`src/rtl/cpu_pkg.sv`:
```
// cpu_pkg: opcode and state encodings plus datapath select codes for the multicycle controller
package cpu_pkg;
  typedef enum logic [3:0] {
    OP_R    = 4'd0,
    OP_LW   = 4'd1,
    OP_SW   = 4'd2,
    OP_ADDI = 4'd3,
    OP_BEQ  = 4'd4,
    OP_BNE  = 4'd5,
    OP_JMP  = 4'd6
  } opcode_e;
  typedef enum logic [3:0] {
    FETCH, DECODE, MEM_ADDR, MEM_RD, MEM_WB, MEM_WR,
    R_EXEC, R_WB, ADDI_EXEC, ADDI_WB, BRANCH, JUMP, HALT
  } state_e;
  localparam logic [1:0] ALU_ADD   = 2'b00;
  localparam logic [1:0] ALU_SUB   = 2'b01;
  localparam logic [1:0] ALU_RTYPE = 2'b10;
  localparam logic [1:0] SRCB_REG  = 2'b00;
  localparam logic [1:0] SRCB_ONE  = 2'b01;
  localparam logic [1:0] SRCB_IMM  = 2'b10;
  localparam logic [1:0] PC_ALU    = 2'b00;
  localparam logic [1:0] PC_ALUOUT = 2'b01;
  localparam logic [1:0] PC_JUMP   = 2'b10;
endpackage

```
`src/rtl/multicycle_controller.sv`:
```
// multicycle_controller: FSM sequencing fetch/decode/execute strobes for a multicycle CPU datapath
module multicycle_controller
  import cpu_pkg::*;
(
  input  logic       clk,
  input  logic       reset,
  input  logic [3:0] opcode,
  input  logic       alu_zero,
  input  logic       mem_ready,
  output logic       mem_req,
  output logic       mem_we,
  output logic       iord,
  output logic       ir_write,
  output logic       pc_write,
  output logic       reg_write,
  output logic       mem_to_reg,
  output logic       alu_src_a,
  output logic [1:0] alu_src_b,
  output logic [1:0] alu_op,
  output logic [1:0] pc_src,
  output logic       instr_done,
  output logic       halted
);
  state_e state_q, state_d;
  // state register; reset wins from any state, including waits and HALT
  always_ff @(posedge clk) state_q <= reset ? FETCH : state_d;
  // next-state and output decode; everything forced low while reset is held
  always_comb begin
    state_d    = state_q;
    mem_req    = 1'b0;
    mem_we     = 1'b0;
    iord       = 1'b0;
    ir_write   = 1'b0;
    pc_write   = 1'b0;
    reg_write  = 1'b0;
    mem_to_reg = 1'b0;
    alu_src_a  = 1'b0;
    alu_src_b  = SRCB_REG;
    alu_op     = ALU_ADD;
    pc_src     = PC_ALU;
    instr_done = 1'b0;
    halted     = 1'b0;
    if (!reset) begin
      case (state_q)
        FETCH: begin
          mem_req = 1'b1;
          if (mem_ready) begin
            ir_write  = 1'b1;
            pc_write  = 1'b1;
            alu_src_b = SRCB_ONE;
            state_d   = DECODE;
          end
        end
        DECODE: begin
          alu_src_b = SRCB_IMM;
          case (opcode)
            OP_LW, OP_SW:   state_d = MEM_ADDR;
            OP_R:           state_d = R_EXEC;
            OP_ADDI:        state_d = ADDI_EXEC;
            OP_BEQ, OP_BNE: state_d = BRANCH;
            OP_JMP:         state_d = JUMP;
            default:        state_d = HALT;
          endcase
        end
        MEM_ADDR: begin
          alu_src_a = 1'b1;
          alu_src_b = SRCB_IMM;
          state_d   = (opcode == OP_SW) ? MEM_WR : MEM_RD;
        end
        MEM_RD: begin
          mem_req = 1'b1;
          iord    = 1'b1;
          state_d = mem_ready ? MEM_WB : MEM_RD;
        end
        MEM_WB: begin
          reg_write  = 1'b1;
          mem_to_reg = 1'b1;
          instr_done = 1'b1;
          state_d    = FETCH;
        end
        MEM_WR: begin
          mem_req    = 1'b1;
          iord       = 1'b1;
          mem_we     = 1'b1;
          instr_done = mem_ready;
          state_d    = mem_ready ? FETCH : MEM_WR;
        end
        R_EXEC: begin
          alu_src_a = 1'b1;
          alu_op    = ALU_RTYPE;
          state_d   = R_WB;
        end
        ADDI_EXEC: begin
          alu_src_a = 1'b1;
          alu_src_b = SRCB_IMM;
          state_d   = ADDI_WB;
        end
        R_WB, ADDI_WB: begin
          reg_write  = 1'b1;
          instr_done = 1'b1;
          state_d    = FETCH;
        end
        BRANCH: begin
          alu_src_a  = 1'b1;
          alu_op     = ALU_SUB;
          pc_src     = PC_ALUOUT;
          pc_write   = (opcode == OP_BNE) ? !alu_zero : alu_zero;
          instr_done = 1'b1;
          state_d    = FETCH;
        end
        JUMP: begin
          pc_write   = 1'b1;
          pc_src     = PC_JUMP;
          instr_done = 1'b1;
          state_d    = FETCH;
        end
        HALT: halted = 1'b1;
        default: state_d = FETCH;
      endcase
    end
  end
endmodule
```
`config.mk`:
```
export PLATFORM = sky130hd
export DESIGN_NAME = multicycle_controller
export DESIGN_NICKNAME = d
export VERILOG_FILES = /design/src/rtl/cpu_pkg.sv /design/src/rtl/multicycle_controller.sv
export SDC_FILE = /design/constraint.sdc
export NUM_CORES = 1
export LEC_CHECK = 0
export CAP_MARGIN = 20
export CELL_PAD_IN_SITES_DETAIL_PLACEMENT = 1
export CELL_PAD_IN_SITES_GLOBAL_PLACEMENT = 2
export CORE_MARGIN = 2
export CORE_UTILIZATION = 23
export CTS_CLUSTER_DIAMETER = 120
export DETAILED_ROUTE_END_ITERATION = 10
export HOLD_SLACK_MARGIN = 0.06
export MAX_ROUTING_LAYER = met4
export PLACE_DENSITY_LB_ADDON = 0.15
export SYNTH_ARGS = -nofsm -noshare
export SYNTH_HDL_FRONTEND = slang
export SYNTH_SLANG_ARGS = --single-unit
```
`constraint.sdc`:
```
create_clock -name clk -period 4.3 [get_ports clk]
set_input_delay 0.86 -clock clk [delete_from_list [all_inputs] [get_ports clk]]
set_output_delay 0.86 -clock clk [all_outputs]
set_load 0.01 [all_outputs]
```
==> out/metrics.yaml <==
floorplan:
  die-area_sq_mm: 0.00317
  core_area_sq_mm: 0.00254
  start_util_pct: 24.7
  fp.dieW_microns: 56.3
  rows: 18
  io-pin-count: 24
  die_h_microns: 56.3
clock_tree:
  root_buffer: "clkbuf_4"
  htree_levels: 1
  cts_resized: 0
  cts-buffers-inserted: 3
  ctsHoldBuffers: 0
  clk_pin_slew_worst_paths_ns: 0.04
  cts.sinks: 4
  post-cts-setup-buffers: 0
  insertion_delay_ns: 0.25
  cts_tree: "built"
  cts_buffer_depth: 2
sta:
  setup_viol: 0
  worstMarginPinSlew_ns: 0.769
  fin_setup_tns_ns: 0
  final-hold-violation-count: 0
  max_freq_ghz: 0.282
  period_needed_ns: 3.55
  clock_skew_ns: 0.00184
  rsz0062_at_grt: "no"
  max_slew_margin_pct: 48.7
  post-route-period-util_pct: 82.5
  drv_slew: 0
  setup_slack_ns: 0.754
cells_and_area:
  fin_util_pct: 34.2
  num_antenna_cells: 0
  area_delta_synth_final_pct: 38.2
  final_cell_mix: "23 x clkdlybuf4s50_1, 18 x nor2_1, 10 x nor3_1, 6 x nand2_1"
  multiInputGateArea_sq_um: 480
  fillers: 346
  top_register: "state_q"
  reg_top3: "state_q (4)"
  layout-drive-gt1-share_pct: 7.83
  fin_nets: 125
  largest_reg_flops: 4
  design_area_sq_um: 870
  final_cell_count_no_fill: 145
  final_common_cell: "clkdlybuf4s50_1"
  regArea_sq_um: 80.1
critical_path:
  crit_type: "primary input to output port"
  crit_path_end_kind: "output port"
  required_ns: 3.44
  critPathArrivalTime_ns: 2.69
  crit_path_max_fanout: 15
  crit_path_start_kind: "primary input"
  reg2reg_depth: 4
yosys:
  ys_seq_area_share_pct: 12.7
  netlist_instances: 99
  synthTopCellsByArea: "dfxtp_1 13%, nor2_1 11%, nor3_1 8.0%"
  avgSynthCellArea_sq_um: 6.36
  synth_cell_types: 41
  synth_top_area_share_pct: 12.7
  ys.flop_type: "dfxtp_1"
  ys_seq_elements: 4
  synth-edff-count: 0
  synth_warnings: 0
  yosys.area.top_type: "dfxtp_1"
  synth_area_sq_um: 629
  async_reset_ff_share_pct: 0
  synth_nets: 107
placement:
  io_buffers: 23
  dp_slack_ns: 0.753
  placed_cell_area_sq_um: 847
  place.gp.congestion: 0.730
  hpwlAfterDp_microns: 1480
  dpl.cell_count: 142
route:
  via_per_inst: 5.41
  wl_per_cell_microns: 15.2
  detailroute.via_count: 784
  drt_iter0_drc: 14
  wl_microns: 2200
  ant_nets: 0
  drtPass1Iterations: 4
  drc: 0
global_routing:
  antenna_found_initial: 0
  grt_max_degree: 24
  grt_overflow: 0
  grt_first_pass_wirelength_microns: 3660
  grt_pass1_vias: 767
  grtUsageTotal_pct: 15.1
pwr:
  p_leak_nw: 0.305
  ir_worst_vdd_mv: 0.293
  powerDensity_mw_per_mm2: 469
job:
  maxCapViolCount: 0
hold_path:
  holdPathStages: 2
  hp-class: "register to register"
outcome:
  outcome: "finished clean"
==> worst paths after layout <==
path	endpoint	from	slack, ns
setup / recovery	alu_src_a	reset	0.75
hold / removal	state_q[3]	state_q[1]	0.67
setup reg to reg	state_q[2]	state_q[3]	2.46
hold reg to reg	state_q[3]	state_q[1]	0.67
==> power breakdown <==
part / switching, mW / total (mW) / internal, mW / leakage (nW)
sequential: 0.0578 / 0.108 / 0.0499 / 0.0328
clock: 0.0192 / 0.0507 / 0.0315 / 0.0138
combinational: 0.126 / 0.250 / 0.123 / 0.258
total: 0.204 / 0.408 / 0.204 / 0.305
==> worst max-delay path, cell delays in order <==
cell,delay (ns)
clkdlybuf4s50_1,0.69
a2111oi_0,0.51
clkdlybuf4s50_1,0.62
==> area by class of cell <==
cell class | instances | area share [%]
Sequential cell | 4 | 9.21
Inverter | 3 | 1.29
Clock buffer | 3 | 2.59
Timing Repair Buffer | 24 | 27.3
Tap cell | 30 | 4.32
Multi-Input combinational cell | 81 | 55.3
==> through the flow <==
step / hold WS (ns) / total power, mW
after floorplan: 0.646 / 0.270
after global placement: 0.664 / 0.358
after detailed placement: 0.671 / 0.360
after CTS: 0.685 / 0.416
after global routing: 0.731 / 0.454
final: 0.670 / 0.408
==> cell usage after synthesis (all sizes together) (2+ instances only) <==
library cell	count
a211oi	2
a21oi	4
buf	9
clkbuf	2
dfxtp	4
inv	3
nand2	6
nand2b	3
nand3b	2
nor2	18
nor2b	3
nor3	10
nor4	2
o211ai	2
o21ai	4
or2	2
or3b	2
==> metal layers <==
layer | GRT usage (%) | vias up | part of all wire, %
met4 | 9.18 | 0 | 2.5
li1 | - | 387 | -
met3 | 1.38 | 5 | 2.4
met2 | 22.4 | 21 | 44
met5 | - | - | 0
met1 | 19.8 | 371 | 51
==> cell families (layout without fill, tap and decap cells) <==
logic type / count (synthesis) / after routing / synth area share (%)
and+or+nand+nor: 53 / 53 / 43.5
AOI/OAI and AO/OA: 25 / 25 / 28.4
buffers and inverters: 14 / 30 / 10.9
DFF: 4 / 4 / 12.7
xor gates and xnor gates: 2 / 2 / 2.78
muxes: 1 / 1 / 1.59
Note: power is estimated with default switching activity, not from simulation.
